<file path="src/rtl/rv_mc_sequencer.sv">
// Multi-cycle RV32I sequencer: owns PC, instruction register and the
// fetch/decode/exec/mem/write-back FSM, with req/ack memories that may insert wait states.
module rv_mc_sequencer #(
    parameter int              XLEN     = 32,
    parameter logic [XLEN-1:0] RESET_PC = '0,
    parameter int              MAX_WAIT = 15
) (
    input  logic            clk,
    input  logic            rst,
    output logic            imem_req,
    output logic [XLEN-1:0] imem_addr,
    input  logic            imem_ack,
    input  logic [31:0]     imem_rdata,
    output logic            dmem_req,
    output logic            dmem_we,
    output logic [XLEN-1:0] dmem_addr,
    output logic [XLEN-1:0] dmem_wdata,
    input  logic            dmem_ack,
    input  logic [XLEN-1:0] dmem_rdata,
    input  logic            dec_load,
    input  logic            dec_store,
    input  logic            dec_reg_we,
    input  logic            dec_pc_sel,
    input  logic            dec_illegal,
    input  logic [XLEN-1:0] alu_out,
    input  logic [XLEN-1:0] rs2_data,
    output logic [XLEN-1:0] pc,
    output logic [31:0]     inst,
    output logic [XLEN-1:0] alu_reg,
    output logic [XLEN-1:0] mdr,
    output logic            rf_we,
    output logic            retire,
    output logic            trap,
    output logic [2:0]      state
);

    localparam logic [2:0] S_FETCH  = 3'd0;
    localparam logic [2:0] S_DECODE = 3'd1;
    localparam logic [2:0] S_EXEC   = 3'd2;
    localparam logic [2:0] S_MEM    = 3'd3;
    localparam logic [2:0] S_WB     = 3'd4;
    localparam logic [2:0] S_TRAP   = 3'd5;

    localparam int              WW         = $clog2(MAX_WAIT + 1);
    localparam logic [WW-1:0]   TIMEOUT_AT = WW'(MAX_WAIT - 1);

    logic [2:0]      state_q, state_d;
    logic [XLEN-1:0] pc_q, pc_d;
    logic [31:0]     inst_q, inst_d;
    logic [XLEN-1:0] alu_reg_q, alu_reg_d;
    logic [XLEN-1:0] wdata_q, wdata_d;
    logic [XLEN-1:0] mdr_q, mdr_d;
    logic [WW-1:0]   wait_q, wait_d;
    logic [XLEN-1:0] next_pc;
    logic            timeout;

    // Handshake: a request is held high with stable address/data from state
    // entry through the ack cycle inclusive; the transfer completes on the
    // rising edge where req and ack are both high, and acks seen without a
    // request are ignored.
    always_comb begin
        state_d   = state_q;
        pc_d      = pc_q;
        inst_d    = inst_q;
        alu_reg_d = alu_reg_q;
        wdata_d   = wdata_q;
        mdr_d     = mdr_q;
        wait_d    = '0;
        imem_req  = 1'b0;
        dmem_req  = 1'b0;
        dmem_we   = 1'b0;
        rf_we     = 1'b0;
        retire    = 1'b0;
        next_pc   = dec_pc_sel ? alu_reg_q : pc_q + XLEN'(4);
        // Last tolerated wait cycle; an ack here still wins.
        timeout   = (wait_q == TIMEOUT_AT);

        case (state_q)
            S_FETCH: begin
                imem_req = 1'b1;
                if (imem_ack) begin
                    inst_d  = imem_rdata;
                    state_d = S_DECODE;
                end else if (timeout) begin
                    state_d = S_TRAP;
                end else begin
                    wait_d = wait_q + WW'(1);
                end
            end
            S_DECODE: state_d = dec_illegal ? S_TRAP : S_EXEC;
            S_EXEC: begin
                alu_reg_d = alu_out;
                wdata_d   = rs2_data;
                state_d   = (dec_load | dec_store) ? S_MEM : S_WB;
            end
            S_MEM: begin
                dmem_req = 1'b1;
                dmem_we  = dec_store;
                if (dmem_ack) begin
                    if (dec_load) mdr_d = dmem_rdata;
                    state_d = S_WB;
                end else if (timeout) begin
                    state_d = S_TRAP;
                end else begin
                    wait_d = wait_q + WW'(1);
                end
            end
            S_WB: begin
                rf_we = dec_reg_we & ~dec_store;
                if (next_pc[1:0] != 2'b00) begin
                    state_d = S_TRAP;
                end else begin
                    pc_d    = next_pc;
                    retire  = 1'b1;
                    state_d = S_FETCH;
                end
            end
            S_TRAP:  state_d = S_TRAP;
            default: state_d = S_TRAP;
        endcase
    end

    always_ff @(posedge clk or negedge rst) begin
        if (!rst) begin
            state_q   <= S_FETCH;
            pc_q      <= RESET_PC;
            inst_q    <= '0;
            alu_reg_q <= '0;
            wdata_q   <= '0;
            mdr_q     <= '0;
            wait_q    <= '0;
        end else begin
            state_q   <= state_d;
            pc_q      <= pc_d;
            inst_q    <= inst_d;
            alu_reg_q <= alu_reg_d;
            wdata_q   <= wdata_d;
            mdr_q     <= mdr_d;
            wait_q    <= wait_d;
        end
    end

    assign imem_addr  = pc_q;
    assign dmem_addr  = alu_reg_q;
    assign dmem_wdata = wdata_q;
    assign pc         = pc_q;
    assign inst       = inst_q;
    assign alu_reg    = alu_reg_q;
    assign mdr        = mdr_q;
    assign trap       = (state_q == S_TRAP);
    assign state      = state_q;

endmodule

</file>
<file path="config.mk">
export PLATFORM = sky130hd
export DESIGN_NAME = rv_mc_sequencer
export DESIGN_NICKNAME = d
export VERILOG_FILES = /design/src/rtl/rv_mc_sequencer.sv
export SDC_FILE = /design/constraint.sdc
export NUM_CORES = 1
export LEC_CHECK = 0
export CAP_MARGIN = 20
export CORE_AREA = 2 2 143 145
export CTS_CLUSTER_DIAMETER = 30
export CTS_CLUSTER_SIZE = 20
export DETAILED_ROUTE_END_ITERATION = 10
export DIE_AREA = 0 0 145 147
export PLACE_DENSITY = 0.87
export SLEW_MARGIN = 30
export SYNTH_ARGS = -nofsm -noshare
export SYNTH_HDL_FRONTEND = slang
export SYNTH_SLANG_ARGS = --single-unit
</file>
<file path="constraint.sdc">
create_clock -name clk -period 5.1 [get_ports clk]
set_input_delay 1.02 -clock clk [delete_from_list [all_inputs] [get_ports clk]]
set_output_delay 1.02 -clock clk [all_outputs]
set_load 0.05 [all_outputs]
</file>
Word level (Yosys, flattened, before mapping)
Index checks and enable logic that the tools add are counted.
Operators by class
  $add $sub $neg: 2
  equality and inequality tests: 6
  mux-type cells: 18
  bitwise logic cells: 4
  reduce and logical (&&, ||, !) cells: 5
Operator list (count)
  32-bit by 3-bit adder with 32-bit output (second input constant): 1
  32-bit 2-to-1 mux: 1
  3-bit 2-to-1 mux: 6
  3-bit one-hot mux with 5 select lines: 1
  4-bit 2-to-1 mux: 3
  4-bit one-hot mux with 2 select lines: 1
  3-bit by 2-bit equality test with 1-bit output (second input constant): 2
  3-bit equality test (second input constant): 2
  1-bit 2-to-1 mux: 6
  4-bit by 1-bit adder with 4-bit output (second input constant): 1
  4-bit equality test (second input constant): 1
  2-bit AND reduction: 2
  3-bit by 1-bit equality test with 1-bit output (second input constant): 1
  3-bit zero test: 1
  3-bit AND reduction: 1
  1-bit inverter: 2
  2-bit nonzero test: 1
  1-bit AND: 1
  1-bit OR: 1
Word-level totals
  bits in registers: 167
  bits of input ports: 137
  output and inout port bits: 233
  word-level logic and storage cells: 42

Depth between registers and ports, before layout
Gate-level depths: netlist of run 1.
  depth in word-level cells: 5
  mapped depth: 8
  gate-level depth less buffers: 6

Worst setup path after synthesis of run 1
OpenSTA, ideal clock, no wires.
  path type: flip-flop to output port
  start point: reg state_q[0] (netlist: state[0])
  end point: out dmem_we
  arrival: 2.272 ns
  required time: 4.080 ns
  setup slack: 1.808 ns
  cell stages (with the launch flop): 5
  buffers on the path: 1
  cell sequence: dfrtp_1 buf_2 nand2_1 nor2_1 and2_1
Between the ends
  word-level cells in the longest chain between the ends: 2
Ends and longest elaborated chain
  start, declared: RTL line 47  | logic [2:0] state_q, state_d;
  start signal, assigned: RTL line 133  | state_q <= state_d;
  3-bit by 2-bit equality test with 1-bit output: RTL line 78  | case (state_q)
  1-bit 2-to-1 mux: RTL line 78
  end, declared: RTL line 15  | output logic dmem_we,
Every way passes these cells.

Worst setup path after layout of run 1
  start point: in dec_pc_sel
  end point: out retire
Between the ends
  word-level cells in the longest chain between the ends: 4
Ends and longest elaborated chain
  start, declared: RTL line 23  | input logic dec_pc_sel,
  32-bit 2-to-1 mux: RTL line 74  | next_pc = dec_pc_sel ? alu_reg_q : pc_q + XLEN'(4);
  2-bit nonzero test: RTL line 110  | if (next_pc[1:0] != 2'b00) begin
  1-bit 2-to-1 mux: RTL line 110
  1-bit 2-to-1 mux: RTL line 78
  end, declared: RTL line 32  | output logic retire,
Every way passes these cells.

==> flow_summary.json, run 1 <==
{
  "num_vias": 6102,
  "synth_edf_count": 0,
  "cts-root-buf": "clkbuf_16",
  "wl_um": 22900,
  "synth_top_family_by_area": "multiplexers",
  "multi_input_area_mm2": 0.00283,
  "hold_viol": 0,
  "p_leak_nw": 5.04,
  "max_freq_mhz": 256,
  "drive_gt1_share_pct": 19.4,
  "antenna_found_initial": 1,
  "dr.pass1.iters": 4,
  "synthFlopType": "dfrtp_1",
  "grt.total_usage_pct": 21.5,
  "yosys.area_share.simple_pct": 9.60,
  "yosysUniqueCellTypes": 49,
  "tns_ps": 0,
  "rsz0062_at_grt": "false",
  "syn_nets": 756,
  "wl_per_cell_um": 19.0,
  "synth_area_mm2": 0.00765,
  "post-route-min-period_ps": 3910,
  "worst-path-stages": 6,
  "cp.required_ps": 4080,
  "synth_fa_ha_area_share_pct": 0.491,
  "ys_seq_area_share_pct": 54.6,
  "core_area_mm2": 0.0198,
  "worst-path-buf-inv": 4,
  "avgSynthCellArea_um2": 12.4,
  "worstMarginPinSlew_ps": 870,
  "place_congestion": 0.782,
  "status": "finished clean",
  "dp_hpwl_um": 17200,
  "portBuffers": 369,
  "die_h_um": 147,
  "p_per_area_mw_per_mm2": 774,
  "initial_utilization_pct": 38.6,
  "grt_max_degree": 91,
  "pin_count": 370,
  "synth-xor-area-share_pct": 0.229,
  "async_reset_ff_share_pct": 100,
  "cp.arrival_ps": 2890,
  "yosys-mux-area-fraction_pct": 20.0,
  "postRouteAntennaNets": 0,
  "yosysWarningCount": 0,
  "cts.sinks": 167,
  "worstHoldPathCells": 1,
  "syn_to_final_growth_pct": 54.4,
  "ir_drop_mv": 0.536,
  "fin_nets": 1059,
  "postCtsSetupRepairBufs": 0,
  "relSlewSlack_pct": 42.0,
  "drc": 0,
  "ctsHoldBuffers": 0,
  "setup_viol": 0,
  "cp_max_fo": 36,
  "crit_path_max_incr_delay_ps": 510,
  "clk_latency_ps": 430,
  "drt-initial-drc-count": 233,
  "cts_buffers": 17,
  "r2r_cells": 7,
  "crit_type": "in -> out",
  "vias_per_cell": 5.08,
  "seq_area_mm2": 0.00418,
  "worst_setup_path_start_kind": "input port",
  "die_w_um": 145,
  "grt_first_pass_wirelength_um": 36200,
  "htreeDepth": 4,
  "mostFrequentLayoutCell": "clkdlybuf4s50_1",
  "dieArea_mm2": 0.0213,
  "grt_overflow": 0,
  "ys_ff_latch": 167,
  "maxCapViolations": 0,
  "place_area_mm2": 0.0112,
  "critical_path.cell_chain": "clkdlybuf4s50_1, nor3_1, o21ai_2, buf_4, inv_2, buf_12",
  "skew_ps": 19.9,
  "layout_common_cells": "367 x clkdlybuf4s50_1, 167 x dfrtp_1, 128 x mux2_2, 30 x nand2_1, 23 x a21oi_1",
  "synth-compound-area-share_pct": 6.54,
  "cts_tree": "built",
  "crit_slowest_cell": "inv_2",
  "cp_top_family": "buffers and inverters",
  "rows": 52,
  "critPathCaptureType": "output port",
  "hold_ws_ps": 488,
  "finish.utilization_pct": 59.5,
  "maxSlewViolCount": 0,
  "fill_cells": 1578,
  "cts.path.max_buffers": 2,
  "clkTransAtPathRegs_ps": 70,
  "ctsResizeCount": 0,
  "grt_pass1_vias": 6500,
  "final_area_mm2": 0.0118,
  "hold_path.class": "reg -> reg",
  "fin_crit_sh_pct": 76.6,
  "syn_inst": 616
}
[stage by stage]
step | power (W) | instances | setup slack, ps
after CTS | 0.00920 | 1201 | 1190
after global placement | 0.00761 | 1170 | 1280
after global routing | 0.00949 | 1202 | 1030
after floorplan | 0.00599 | 616 | 1810
after detailed placement | 0.00771 | 1170 | 1170
final | 0.00914 | 1202 | 1190
[power breakdown]
| part | leakage, nW | internal (W) | switching, W | total (W) |
|---|---|---|---|---|
| combinational | 2.54 | 0.00180 | 0.00344 | 0.00524 |
| sequential | 2.17 | 0.00187 | 0.000564 | 0.00244 |
| clock | 0.325 | 0.000885 | 0.000580 | 0.00146 |
[cell families (layout without fill, tap and decap cells)]
kind of cell,Yosys count,count (layout)
simple gates,128,128
compound gates,78,78
fa+ha+maj,3,3
flops,167,167
buf+inv,101,416
other cells,0,1
xor+xnor,2,2
mux,137,137
[cell usage after synthesis, types with 2 or more instances]
master | instances | share of area, %
a31oi_1 | 3 | 0.25
buf_4 | 67 | 6.6
ha_1 | 3 | 0.49
dfrtp_1 | 167 | 55
mux2_2 | 128 | 19
clkbuf_1 | 9 | 0.44
nor4_4 | 2 | 0.56
inv_1 | 7 | 0.34
a22oi_1 | 2 | 0.20
and2_1 | 6 | 0.49
o311ai_0 | 6 | 0.69
nand4_1 | 11 | 0.90
nand3_1 | 20 | 1.3
or4_1 | 5 | 0.49
o211ai_1 | 2 | 0.20
mux2i_1 | 9 | 1.2
a21oi_1 | 23 | 1.5
o21ai_0 | 11 | 0.72
and4_1 | 2 | 0.23
nand2_1 | 30 | 1.5
nand4_4 | 2 | 0.56
and3_1 | 4 | 0.33
nor4_1 | 4 | 0.33
buf_2 | 16 | 1.0
a32oi_1 | 3 | 0.34
o22ai_1 | 16 | 1.3
a221o_1 | 3 | 0.39
nor3_1 | 11 | 0.72
nor2_1 | 21 | 1.0
or3_1 | 2 | 0.16
a21o_1 | 3 | 0.29
[cell type report]
type | count | area share, %
Tap cell | 270 | 2.86
Antenna cell | 1 | 0.0212
Inverter | 8 | 0.254
Multi-Input combinational cell | 348 | 24.0
Clock buffer | 17 | 3.60
Sequential cell | 167 | 35.4
Clock inverter | 14 | 1.97
Timing Repair Buffer | 377 | 32.0
[final timing paths]
kind                                 start             to  slack (ps)
max in group asynchronous              rst       inst[24]        3520
worst max-delay path            dec_pc_sel         retire        1190
worst max register to register    state[2]  imem_addr[29]        1970
worst min-delay path             wait_q[0]      wait_q[0]         490
worst min register to register   wait_q[0]      wait_q[0]         490
min in group asynchronous              rst    alu_reg[22]         670
[per-layer routing]
layer,routed length (um),track usage [%],vias to the layer above,share of wire (%)
met5,0,0,-,0
met4,493,7.38,0,2.2
met3,2010,7.55,32,8.8
met2,11900,38.5,306,52
met1,8480,23.9,2996,37
li1,-,-,2768,-
[worst reg2reg max path: stages (launching register included)]
cell	delay (ps)
dfrtp_1	600
nor3b_4	440
o21ai_2	90
buf_4	220
inv_2	510
nand2_1	630
o311ai_0	290
o311ai_0	200
(Power assumes the default switching activity.)
==> inputs of run 2 (changes only) <==
- CORE_AREA: 2 2 143 145 -> not set
- CORE_ASPECT_RATIO: not set -> 0.8
- CORE_UTILIZATION: not set -> 41
- DIE_AREA: 0 0 145 147 -> not set
- PLACE_DENSITY: 0.87 -> 0.91
- clock period: 5.1 -> 3.67 ns (I/O delays scaled with it)
==> flow_summary.json, run 2 (synthesis results as in run 1) <==
{
  "status": "finished clean",
  "drc": 0,
  "clk_latency_ps": 430,
  "initial_utilization_pct": 42.0,
  "num_vias": 6081,
  "dr.pass1.iters": 5,
  "critical_path.cell_chain": "nor3b_4, and3b_1, clkdlybuf4s50_1",
  "mostFrequentLayoutCell": "clkdlybuf4s50_1",
  "p_seq_share_pct": 27.1,
  "drive_gt1_share_pct": 19.7,
  "maxCapViolations": 0,
  "p_leak_nw": 5.01,
  "clkPwrFrac_pct": 14.7,
  "fill_cells": 1365,
  "p_switching_w": 0.00633,
  "max_freq_mhz": 321,
  "place_congestion": 0.824,
  "htreeDepth": 4,
  "crit_path_max_incr_delay_ps": 790,
  "vias_per_cell": 5.11,
  "met1_usage_pct": 27.7,
  "maxSlewViolCount": 0,
  "p_per_area_mw_per_mm2": 1060,
  "hold_path.class": "in -> async",
  "grt_first_pass_wirelength_um": 32900,
  "post-route-min-period_ps": 3120,
  "grt.total_usage_pct": 22.8,
  "drt-initial-drc-count": 359,
  "fin_nets": 1062,
  "cts_buffers": 17,
  "crit_type": "reg -> out",
  "cp.required_ps": 2940,
  "finalPower_w": 0.0125,
  "grt_pass1_vias": 5966,
  "cts-root-buf": "clkbuf_16",
  "postCtsSetupRepairBufs": 0,
  "multi_input_area_mm2": 0.00283,
  "worstMarginPinSlew_ps": 806,
  "die_w_um": 155,
  "clkTransAtPathRegs_ps": 70,
  "antenna_found_initial": 1,
  "seq_area_mm2": 0.00418,
  "pwr-share-comb_pct": 58.1,
  "rows": 44,
  "fin_crit_sh_pct": 85.0,
  "setup_viol": 0,
  "dp_hpwl_um": 16300,
  "finish.utilization_pct": 64.5,
  "die_h_um": 124,
  "dieArea_mm2": 0.0192,
  "hold_viol": 0,
  "tns_ps": 0,
  "ctsResizeCount": 0,
  "wl_um": 22000,
  "portBuffers": 369,
  "dp_slack_ps": 465,
  "postRouteAntennaNets": 0,
  "skew_ps": 10.4,
  "cp_max_fo": 14,
  "pin_count": 370,
  "cts_tree": "built",
  "grt_busiest_layer": "met2",
  "grt_overflow": 0,
  "rsz0062_at_grt": "false",
  "use_met3_pct": 8.18,
  "critPathCaptureType": "output port",
  "relSlewSlack_pct": 46.2,
  "r2r_cells": 6,
  "layout_common_cells": "367 x clkdlybuf4s50_1, 167 x dfrtp_1, 128 x mux2_2, 30 x nand2_1, 23 x a21oi_1",
  "grt_max_degree": 88,
  "internal_power_w": 0.00614,
  "ir_drop_mv": 0.664,
  "cts.path.max_buffers": 2,
  "crit_slowest_cell": "clkdlybuf4s50_1",
  "cp.arrival_ps": 2390,
  "swShare_pct": 50.8,
  "syn_to_final_growth_pct": 53.6,
  "hold_ws_ps": 345,
  "cts.sinks": 167,
  "worst_slack_ps": 551,
  "worst_setup_path_start_kind": "register",
  "wl_per_cell_um": 18.5,
  "core_area_mm2": 0.0182,
  "ctsHoldBuffers": 0,
  "grt_util_met2_pct": 38.2
}
==> run 2: cell types whose count changed in the layout (fill, tap and decap cells not counted), sizes merged <==
cell	previous run	this run
clkbuf	17	18
clkinv	1	3
bufinv	5	2
inv	16	14
clkinvlp	0	3
buf	10	13
==> run 2: worst paths after layout <==
path	startpoint	slack [ps]	end
min in group clk	wait_q[0]	490	wait_q[0]
max	state[2]	550	rf_we
max reg2reg	state[2]	1110	imem_addr[29]
max in group asynchronous	rst	2510	dmem_wdata[8]
min	rst	340	mdr[24]
min reg2reg	wait_q[0]	490	wait_q[0]
==> run 2: metal layers <==
layer / vias to the layer above / part of all wire (%)
met3: 27 / 9.0
li1: 2782 / -
met1: 2993 / 40
met5: - / 0
met4: 0 / 1.7
met2: 279 / 49
==> run 2: area by class of cell <==
class,count,share of cell area [%]
diodes,1,0.0213
clock buffers,18,3.74
clock inverters,14,1.38
inverters,8,0.255
multi-input cells,348,24.0
flip-flops and latches,167,35.5
well taps,253,2.69
repair buffers,380,32.3
==> run 2: power groups by stage <==
stage	Clock (W)	Combinational, W	Sequential, W
2_1_floorplan	0	0.00241	0.00592
3_3_place_gp	0	0.00719	0.00339
3_5_place_dp	0	0.00728	0.00342
4_1_cts	0.00187	0.00729	0.00340
5_1_grt	0.00195	0.00751	0.00352
6_report	0.00184	0.00725	0.00339
==> run 2: stage by stage <==
step,area (um2),instances
after floorplan,7650,616
after CTS,11800,1188
after global placement,11200,1156
final,11800,1189
after detailed placement,11200,1156
after global routing,11800,1189
==> run 2: worst max-delay path: cells and delay by family (launching register included) <==
family | cells | cell delay (ps)
buf+inv | 1 | 790
simple gates | 2 | 590
flops | 1 | 590
